`config.mk`:
```
export PLATFORM = sky130hd
export DESIGN_NAME = mem_access_stage
export DESIGN_NICKNAME = d
export VERILOG_FILES = /design/src/rtl/mem_access_stage.sv
export SDC_FILE = /design/constraint.sdc
export NUM_CORES = 1
export LEC_CHECK = 0
export BUFFER_PORTS_ARGS = -buffer_cell sky130_fd_sc_hd__buf_2
export CAP_MARGIN = 20
export CORE_ASPECT_RATIO = 0.6
export CORE_MARGIN = 5
export CORE_UTILIZATION = 46
export CTS_BUF_LIST = sky130_fd_sc_hd__clkbuf_8
export DETAILED_ROUTE_END_ITERATION = 12
export GPL_ROUTABILITY_DRIVEN = 0
export GPL_TIMING_DRIVEN = 0
export PLACE_DENSITY = 0.82
export SETUP_SLACK_MARGIN = 0.5
export SLEW_MARGIN = 20
export SYNTH_ARGS = -nofsm -noshare
export SYNTH_HDL_FRONTEND = slang
export SYNTH_SLANG_ARGS = --single-unit
```
`constraint.sdc`:
```
create_clock -name clk -period 4.64 [get_ports clk]
set_clock_uncertainty 0.2 [all_clocks]
set_input_delay 0.928 -clock clk [delete_from_list [all_inputs] [get_ports clk]]
set_output_delay 0.928 -clock clk [all_outputs]
set_load 0.01 [all_outputs]
```
`src/rtl/mem_access_stage.sv`:
```
// Memory-access pipeline stage. It accepts one instruction at a time from the
// execute stage and issues any aligned load or store to data memory. It then
// hands a registered payload to the register-writeback stage. A misaligned or
// timed-out access raises a one-cycle ma_err and suppresses the writeback.
module mem_access_stage #(
    parameter int TIMEOUT_CYC = 64
) (
    input  logic        clk,
    input  logic        rst,
    input  logic        ex_valid,
    output logic        ex_ready,
    input  logic [31:0] ex_aluResult,
    input  logic [31:0] ex_op2,
    input  logic        ex_isLd,
    input  logic        ex_isSt,
    input  logic        ex_isWb,
    input  logic [3:0]  ex_rd,
    input  logic [31:0] ex_pc,
    output logic        dm_req,
    output logic        dm_we,
    output logic [31:0] dm_addr,
    output logic [31:0] dm_wdata,
    input  logic        dm_ack,
    input  logic [31:0] dm_rdata,
    output logic        rw_valid,
    input  logic        rw_ready,
    output logic [31:0] rw_aluResult,
    output logic [31:0] rw_ldResult,
    output logic        rw_isLd,
    output logic        rw_isWb,
    output logic [3:0]  rw_rd,
    output logic [31:0] rw_pc,
    output logic        ma_err
);

    localparam int CW = $clog2(TIMEOUT_CYC + 1);
    localparam logic [CW-1:0] TO_LAST = CW'(TIMEOUT_CYC - 1);

    typedef enum logic {IDLE, ACCESS} state_t;

    state_t        state, state_d;
    logic [CW-1:0] cnt, cnt_d;

    // Instruction held for the duration of a memory access
    logic [31:0] addr_p0, op2_p0, pc_p0;
    logic        isld_p0, isst_p0, iswb_p0;
    logic [3:0]  rd_p0;

    logic accept, is_mem, misalign;
    logic capture, ld_from_ex, ld_from_cap, err_d;

    assign ex_ready = (state == IDLE) && (!rw_valid || rw_ready);
    assign accept   = ex_valid && ex_ready;
    assign is_mem   = ex_isLd || ex_isSt;
    assign misalign = (ex_aluResult[1:0] != 2'b00);

    // The request is gated to zero outside ACCESS so IDLE never leaks stale data
    assign dm_req   = (state == ACCESS);
    assign dm_we    = (state == ACCESS) && isst_p0 && !isld_p0;
    assign dm_addr  = (state == ACCESS) ? addr_p0 : 32'd0;
    assign dm_wdata = (state == ACCESS) ? op2_p0  : 32'd0;

    // Next-state, timeout counter and payload-load decisions
    always_comb begin
        state_d     = state;
        cnt_d       = cnt;
        capture     = 1'b0;
        ld_from_ex  = 1'b0;
        ld_from_cap = 1'b0;
        err_d       = 1'b0;
        case (state)
            IDLE: begin
                if (accept) begin
                    if (!is_mem) begin
                        ld_from_ex = 1'b1;
                    end else if (misalign) begin
                        ld_from_ex = 1'b1;
                        err_d      = 1'b1;
                    end else begin
                        capture = 1'b1;
                        state_d = ACCESS;
                        cnt_d   = '0;
                    end
                end
            end
            ACCESS: begin
                // An ack on the final allowed cycle still completes normally
                if (dm_ack) begin
                    ld_from_cap = 1'b1;
                    state_d     = IDLE;
                end else if (cnt == TO_LAST) begin
                    ld_from_cap = 1'b1;
                    err_d       = 1'b1;
                    state_d     = IDLE;
                    cnt_d       = '0;
                end else begin
                    cnt_d = cnt + 1'b1;
                end
            end
            default: state_d = IDLE;
        endcase
    end

    // State and counter registers
    always_ff @(posedge clk) begin
        if (rst) begin
            state <= IDLE;
            cnt   <= '0;
        end else begin
            state <= state_d;
            cnt   <= cnt_d;
        end
    end

    // Capture the accepted memory instruction; held untouched while in ACCESS
    always_ff @(posedge clk) begin
        if (capture) begin
            addr_p0 <= ex_aluResult;
            op2_p0  <= ex_op2;
            isld_p0 <= ex_isLd;
            isst_p0 <= ex_isSt;
            iswb_p0 <= ex_isWb;
            rd_p0   <= ex_rd;
            pc_p0   <= ex_pc;
        end
    end

    // ---- stage boundary: writeback payload register ----
    // Load a new payload or hold it; an error always cancels register writeback
    always_ff @(posedge clk) begin
        if (rst) begin
            rw_valid     <= 1'b0;
            rw_aluResult <= 32'd0;
            rw_ldResult  <= 32'd0;
            rw_isLd      <= 1'b0;
            rw_isWb      <= 1'b0;
            rw_rd        <= 4'd0;
            rw_pc        <= 32'd0;
            ma_err       <= 1'b0;
        end else begin
            ma_err <= err_d;
            if (ld_from_ex) begin
                rw_valid     <= 1'b1;
                rw_aluResult <= ex_aluResult;
                rw_ldResult  <= 32'd0;
                rw_isLd      <= ex_isLd;
                rw_isWb      <= ex_isWb && !err_d;
                rw_rd        <= ex_rd;
                rw_pc        <= ex_pc;
            end else if (ld_from_cap) begin
                rw_valid     <= 1'b1;
                rw_aluResult <= addr_p0;
                rw_ldResult  <= (isld_p0 && !err_d) ? dm_rdata : 32'd0;
                rw_isLd      <= isld_p0;
                rw_isWb      <= iswb_p0 && !err_d;
                rw_rd        <= rd_p0;
                rw_pc        <= pc_p0;
            end else if (rw_ready) begin
                rw_valid <= 1'b0;
            end
        end
    end

endmodule

```
Word level (Yosys, flattened, before mapping) --
Index checks and enable logic that the tools add are counted.
Storage, ports and cells: flip-flop bits (word level) 215, bits in latches 0, bits in writable memories 0, bits in read-only memories 0, input bits 140, memories 0
Cells by class: add/sub/neg operators 1, multiply operators 0, divide/modulo/power cells 0, $lt $le $gt $ge 0, equality and inequality tests 5, shift-type cells 0, mux-type cells 40, bitwise gates (word level) 1, reduce and logical (&&, ||, !) cells 17
Operator list (number):
- $mux 32 | 7
- $mux 7 | 5
- $mux 1 | 23
- $pmux 7 s2 | 1
- $mux 4 | 2
- $ne 2x2->1 const B | 4
- $add 7x1->7 const B | 1
- $eq 7x6->1 const B | 1
- $logic_and 1x1->1 | 7
- $pmux 1 s2 | 2
- $reduce_and 4->1 | 1
- $reduce_bool 2->1 | 2
- $logic_not 1->1 | 3
- $reduce_bool 3->1 | 1
- $logic_or 1x1->1 | 2
- $reduce_or 2->1 | 1
- $not 1->1 | 1

Longest topological paths before layout --
Gate-level depths: netlist of run 1.
word-level depth 10, depth in mapped cells 8

Worst setup path after synthesis of run 1 --
Ideal clock, no wire load.
path kind input -> register, from in ex_aluResult[0], to reg cnt[2], setup time 0.132 ns, data arrival time 4.119 ns, data required time 4.308 ns, path slack 0.190 ns, stages 5, path buffers 0, path through nor2_1 > nand4_1 > inv_1 > o21ai_0 > mux2i_1
On the way: cells in the longest elaborated chain, start to end 3
RTL lines:
- start, declared | RTL line 12 | input logic [31:0] ex_aluResult,
- $reduce_bool 2->1 | RTL line 55 | assign misalign = (ex_aluResult[1:0] != 2'b00);
- $ne 2x2->1 (no line)
- $reduce_and 4->1 (no line)
- end signal, assigned | RTL line 111 | cnt <= cnt_d;
- end, declared | RTL line 42 | logic [CW-1:0] cnt, cnt_d;
No other way between the ends. A chain may end at the register's enable or synchronous reset.

Worst setup path after layout of run 1 --
from reg state (netlist: dm_req), to out dm_wdata[20]
On the way: cells in the longest elaborated chain, start to end 1
RTL lines:
- start, declared | RTL line 41 | state_t state, state_d;
- start signal, assigned | RTL line 110 | state <= state_d;
- $mux 32 | RTL line 61 | assign dm_wdata = (state == ACCESS) ? op2_p0 : 32'd0;
- end, declared | RTL line 22 | output logic [31:0] dm_wdata,
No other way between the ends.

==> metrics.md, run 1 <==
| Metric | Value |
|---|---|
| Status | `finished clean` |
| Finished Core Util | `between 60% and 70%` |
| Synth unique cells | `41` |
| Clk sink count | `215` |
| Post-DR wirelength/cell | `between 15 and 20 um` |
| Post-layout nets | `about 1200` |
| Via density | `5.33` |
| Worst-Skew Late Latency | `roughly 550 ps` |
| Worst Setup Path Type | `flip-flop to primary output` |
| Relative slew slack | `between 40% and 50%` |
| Clk network pwr share | `between 30% and 40%` |
| Fmax | `~270 MHz` |
| Initial core utilization | `between 40% and 50%` |
| Final instance area | `~11000 sq um` |
| Most common cell after layout, fill and taps aside | `buf_2` |
| Clock period minus worst slack | `approximately 3700 ps` |
| Die Y | `113 um` |
| Die W | `approximately 180 um` |
| Hold Crit Class | `flip-flop to flip-flop` |
| Share of cells above drive strength 1 | `36.0%` |
| WP data arrival | `~2600 ps` |
| Clock-pin transition on the worst setup and hold timing paths | `approximately 70 ps` |
| Postcts setup bufs | `0` |
| Comb pwr share | `10.1%` |
| Switching share of power | `between 20% and 30%` |
| Most frequent CP cell | `clkbuf_1` |
| P&R area growth vs syn | `31.2%` |
| Syn_area_per_cell | `11.1 sq um` |
| Post-Place Setup Slack | `between 1000 and 1500 ps` |
| Fin. Hold Viols | `0` |
| Mapped Area | `approximately 8200 sq um` |
| Crit-path cells | `clkbuf_1, clkbuf_2, clkbuf_1, and2_1, buf_2` |
| First-pass DRT Iterations | `7` |
| Pwr per Cell Area | `about 380 nW/um^2` |
| Final Worst Setup Slack | `897 ps` |
| Setup TNS Final | `0 ps` |
| Commonest non-fill, non-tap cells in the layout | `buf_2 (337), dfxtp_1 (112), nor2_1 (107)` |
| CP Capture Type | `primary output` |
| CTS root buf | `clkbuf_8` |
| First-pass GRT wire length | `approximately 39 mm` |
| IO buf count | `310` |
| DP Area | `between 10000 and 15000 sq um` |
| Crit-path max FO | `10` |
| Tot Pwr | `4.05 mW` |
| Worst EP required | `about 3500 ps` |
| Max Root-Sink Buffers | `3` |
| Slew Viols, Final | `0` |
| Startpoint Class | `flip-flop` |
| Seq pwr share | `a little over half` |
| CORE AREA | `17300 sq um` |
| CP peak stage delay | `~560 ps` |
| Worst path bufs/invs | `4` |
| CP max stage cell | `clkbuf_1` |
| Register area share after synthesis | `between 60 and 70%` |
| Final setup viols | `0` |
| HPWL Detailed | `roughly 19 mm` |
| Rows | `37` |
| RSZ-0062 raised after global routing | `false` |
| Grt total ovfl | `0` |
| Synth Register Bits | `around 220` |
| Max cap viols | `0` |
| Mapped Cells | `about 740` |
| Leakage | `approximately 4.7 nW` |
| Synth Net Count | `883` |
| DRC viols | `0` |
| GR Util All Layers | `between 20 and 25%` |
| Final period util | `roughly four fifths` |
| DR iter-0 viols | `about 550` |
| H-tree depth | `1` |
| Yosys warns | `0` |
| Number of flops mapped to enable cells by yosys | `between 100 and 150` |
| Die area | `roughly 21000 sq um` |
| Largest net degree at the start of global routing | `34` |
| IO Pins | `~310` |
| Switching power total | `approximately 1 mW` |
| Routed vias | `slightly above 7000` |
| Asr flop ratio synth | `0%` |
| Worst Tran Pin Value | `between 800 and 900 ps` |
| Peak supply drop | `0.188 mV` |
| Antenna Nets Post-Route | `0` |
| Vias in the first global route | `7186` |
| CTS tree | `yes` |
| CTS Buf Count | `31` |
| Predominant post-synthesis flop cell | `dfxtp_1` |
| Initial antenna violation count | `4` |
| Crit path max-delay family | `buffers and inverters` |
| Internal power | `about 3.0 mW` |
| Drt total wl | `between 20 and 30 mm` |
==> flip-flops by register name, summed over array words and instances (netlist names), 4 cells and up <==
signal,count
addr_p0,32
op2_p0,32
pc_p0,32
rw_aluResult,32
rw_ldResult,32
rw_pc,32
cnt,7
rd_p0,4
rw_rd,4
==> layer usage <==
metal	GRT usage [%]	up-vias	share of wire [%]
met3	6.66	50	11
met2	37.0	405	45
met1	31.8	3377	42
met4	5.60	4	2.2
met5	0	-	0.079
li1	-	3349	-
==> worst paths after layout <==
path	from	to	slack, ps	cells past startpoint
setup / recovery	dm_req	dm_wdata[20]	900	5
hold / removal	rw_pc[23]	rw_pc[23]	260	2
setup reg to reg	dm_req	addr_p0[13]	1980	5
hold reg to reg	rw_pc[23]	rw_pc[23]	260	2
==> worst reg2reg max path, delay by kind of cell (launching register included) <==
| kind | cells | cell delay [ps] |
|---|---|---|
| flops | 1 | 380 |
| buf+inv | 3 | 1120 |
| simple gates | 2 | 610 |
==> timing repair <==
item                                    4_1_cts  5_1_grt
hold buffers                                  0        0
resized for setup                             0        2
endpoints found under the setup margin        0        9
==> synthesized netlist by cell type (all sizes together) (2+ instances only) <==
cell | n | area share [%]
buf | 31 | 2.1
o2111ai | 3 | 0.32
a31oi | 2 | 0.15
o21ai | 4 | 0.24
and3 | 3 | 0.23
nand3 | 7 | 0.43
clkbuf | 25 | 1.1
or2 | 2 | 0.15
a211oi | 70 | 7.1
a21oi | 72 | 4.4
nand4 | 3 | 0.23
nand2 | 75 | 3.4
nand2b | 4 | 0.30
edfxtp | 103 | 38
nor2b | 3 | 0.23
nor2 | 107 | 4.9
a22oi | 32 | 2.9
inv | 3 | 0.14
and2 | 65 | 5.0
dfxtp | 112 | 27
==> layout make-up <==
type | count | area (sq um)
Clock inverter | 19 | 104
Multi-Input combinational cell | 468 | 2600
Timing Repair Buffer | 313 | 1620
Fill cell | 1411 | 6550
Buffer | 56 | 264
Clock buffer | 39 | 537
Tap cell | 234 | 293
Sequential cell | 215 | 5340
Inverter | 3 | 15.0
Antenna cell | 1 | 2.50
==> power by group through the flow <==
stage / Sequential (mW) / Combinational (mW) / Clock [mW]
floorplan: 2.17 / 0.176 / 0
detailed placement: 2.15 / 0.407 / 0
CTS: 2.11 / 0.410 / 1.56
global route: 2.12 / 0.447 / 1.64
global placement: 2.15 / 0.391 / 0
finish: 2.11 / 0.408 / 1.53
==> logic make-up after synthesis <==
logic type | after synthesis | synth area share, %
AND/OR/NAND/NOR | 275 | 15.4
flip-flops | 215 | 65.0
AO/OA/AOI/OAI | 191 | 16.0
buffers and inverters | 59 | 3.34
multiplexers | 1 | 0.122
adder cells (fa/ha/maj) | 1 | 0.152
==> stage by stage <==
| step | instances | hold slack, ps |
|---|---|---|
| global placement | 1286 | 244 |
| finish | 1348 | 258 |
| floorplan | 742 | 261 |
| detailed placement | 1289 | 249 |
| CTS | 1347 | 260 |
| global route | 1348 | 279 |
(Power assumes the default switching activity.)
==> run 2, diff against run 1 <==
- clock period: 4.64 -> 3.1 ns (I/O delays scaled with it)
==> metrics.md, run 2 (synthesis results as in run 1) <==
| Metric | Value |
|---|---|
| Hold Buf Count CTS | `0 (unchanged)` |
| Clk sink count | `215 (unchanged)` |
| Initial core utilization | `47.4% (unchanged)` |
| Most common cell after layout, fill and taps aside | `buf_2` |
| DRC viols | `0 (unchanged)` |
| CP startpoint | `dm_req` |
| Grt total ovfl | `0 (unchanged)` |
| Status | `finished clean` |
| Die W | `182 um (unchanged)` |
| Peak supply drop | `0.349 mV (+85%)` |
| Worst Setup Path Type | `flip-flop to primary output` |
| P&R area growth vs syn | `32.3%` |
| Tot Pwr | `6.22 mW (+54%)` |
| Fin. Hold Viols | `0 (unchanged)` |
| First-pass GRT wire length | `38.8 mm (-0.14%)` |
| Drt total wl | `25.8 mm (+1.5%)` |
| IO buf count | `310 (unchanged)` |
| Startpoint Class | `flip-flop` |
| Largest net degree at the start of global routing | `34 (unchanged)` |
| DP Area | `10100 sq um (about the same)` |
| Routed vias | `7237 (+0.72%)` |
| Rows | `37 (unchanged)` |
| Fmax | `403 MHz` |
| CTS tree | `yes` |
| Pwr per Cell Area | `573 nW/um^2 (+52%)` |
| HPWL Detailed | `18.9 mm (+1.5%)` |
| Slew Viols, Final | `0 (unchanged)` |
| Antenna Nets Post-Route | `0 (unchanged)` |
| Hold path startpoint | `ex_op2[31]` |
| Vias in the first global route | `7171 (-0.21%)` |
| WHS | `97.0 ps (-161 ps)` |
| Die area | `20700 sq um (unchanged)` |
| Clock-pin transition on the worst setup and hold timing paths | `60 ps (about the same)` |
| Final period util | `between 70% and 80%` |
| IO Pins | `311 (unchanged)` |
| Share of cells above drive strength 1 | `37.3% (+1.2 points)` |
| Die Y | `113 um (unchanged)` |
| Commonest non-fill, non-tap cells in the layout | `buf_2 (337), dfxtp_1 (111), nor2_1 (107)` |
| WP data arrival | `1660 ps (-950 ps)` |
| Worst-Skew Late Latency | `500 ps (-50 ps)` |
| Clock period minus worst slack | `roughly 2500 ps` |
| RSZ-0062 raised after global routing | `false` |
| Hold Crit Class | `input pin to flip-flop` |
| H-tree depth | `2 (+1)` |
| CP Capture Type | `primary output` |
| Final instance area | `10900 sq um (+0.85%)` |
| Via density | `5.35 (+0.43%)` |
| Post-DR wirelength/cell | `19.1 um (+1.2%)` |
| Worst r2r src | `rw_valid` |
| CTS root buf | `clkbuf_8` |
| Crit-path max FO | `10 (unchanged)` |
| Reg area | `5340 sq um (about the same)` |
| Post-layout nets | `1233 (+0.33%)` |
| DR iter-0 viols | `399 (-28%)` |
| Initial antenna violation count | `4 (unchanged)` |
| Filler cells | `1418 (+0.50%)` |
| Area of the multi-input gates | `2600 sq um (about the same)` |
| CORE AREA | `17300 sq um (unchanged)` |
| Leakage | `4.77 nW (+0.88%)` |
| Worst EP required | `2280 ps (-1230 ps)` |
| Worst Tran Pin Value | `703 ps (-110 ps)` |
| GR Util All Layers | `23.5% (+0.28 points)` |
| Relative slew slack | `53.1% (+7.3 points)` |
| CTS Buf Count | `34 (+9.7%)` |
| Max cap viols | `0 (unchanged)` |
| Max Root-Sink Buffers | `3 (unchanged)` |
| Final setup viols | `0 (unchanged)` |
| First-pass DRT Iterations | `5 (-2)` |
==> run 2: changes by cell type in the layout (fill, tap and decap cells not counted), moves of 2 or more <==
cell / before / now
inv_1: 16 / 11
clkbuf_2: 1 / 5
clkinv_1: 1 / 3
clkbuf_1: 24 / 17
clkinv_2: 2 / 5
clkbuf_8: 39 / 41
==> run 2: timing repair <==
item	in CTS	in global routing
resized for setup	10	10
endpoints found under the setup margin	66	50
gates cloned	0	1
setup buffers	0	0
==> run 2: area by class of cell <==
class | instances | share of cell area, %
Buffer | 56 | 2.71
Clock inverter | 20 | 1.27
Inverter | 3 | 0.138
Timing Repair inverter | 1 | 0.0461
Multi-Input combinational cell | 468 | 23.9
Timing Repair Buffer | 313 | 14.9
Tap cell | 234 | 2.70
Sequential cell | 215 | 49.2
Clock buffer | 40 | 5.07
Antenna cell | 2 | 0.0461
==> run 2: path summary, 6_finish.rpt <==
path,endpoint,slack [ps],cells after the start
min,op2_p0[31],100,1
max reg2reg,cnt[2],770,6
max,dm_wdata[13],620,5
min reg2reg,rw_pc[20],260,2
==> run 2: routing by layer <==
layer  GRT usage, %  wire length (um)  part of all wire [%]  vias to the layer above
met1           31.3             10700                    41                     3452
met3           7.01              2640                    10                       31
met2           38.4             12200                    47                      389
met4           5.30               279                   1.1                        6
li1               -                 -                     -                     3359
met5              0                26                  0.10                        -
==> run 2: critical path: stages (launching register included) <==
cell      delay [ps]
dfxtp_4          380
buf_8            160
clkbuf_8         190
clkbuf_4         190
and2_1           140
buf_2            130
==> run 2: stage by stage <==
step	setup TNS (ps)	setup slack [ps]	instances	util, %
6_report	0	621	1352	62.7
4_1_cts	0	517	1349	62.6
2_1_floorplan	-22940	-355	742	-
5_1_grt	0	514	1351	62.7
3_3_place_gp	-135690	-1390	1286	58.1
3_5_place_dp	0	54.6	1289	58.5
==> run 2: power by group <==
group	internal [mW]	switching, mW
Sequential	3.10	0.0581
Combinational	0.246	0.370
Clock	1.34	1.10
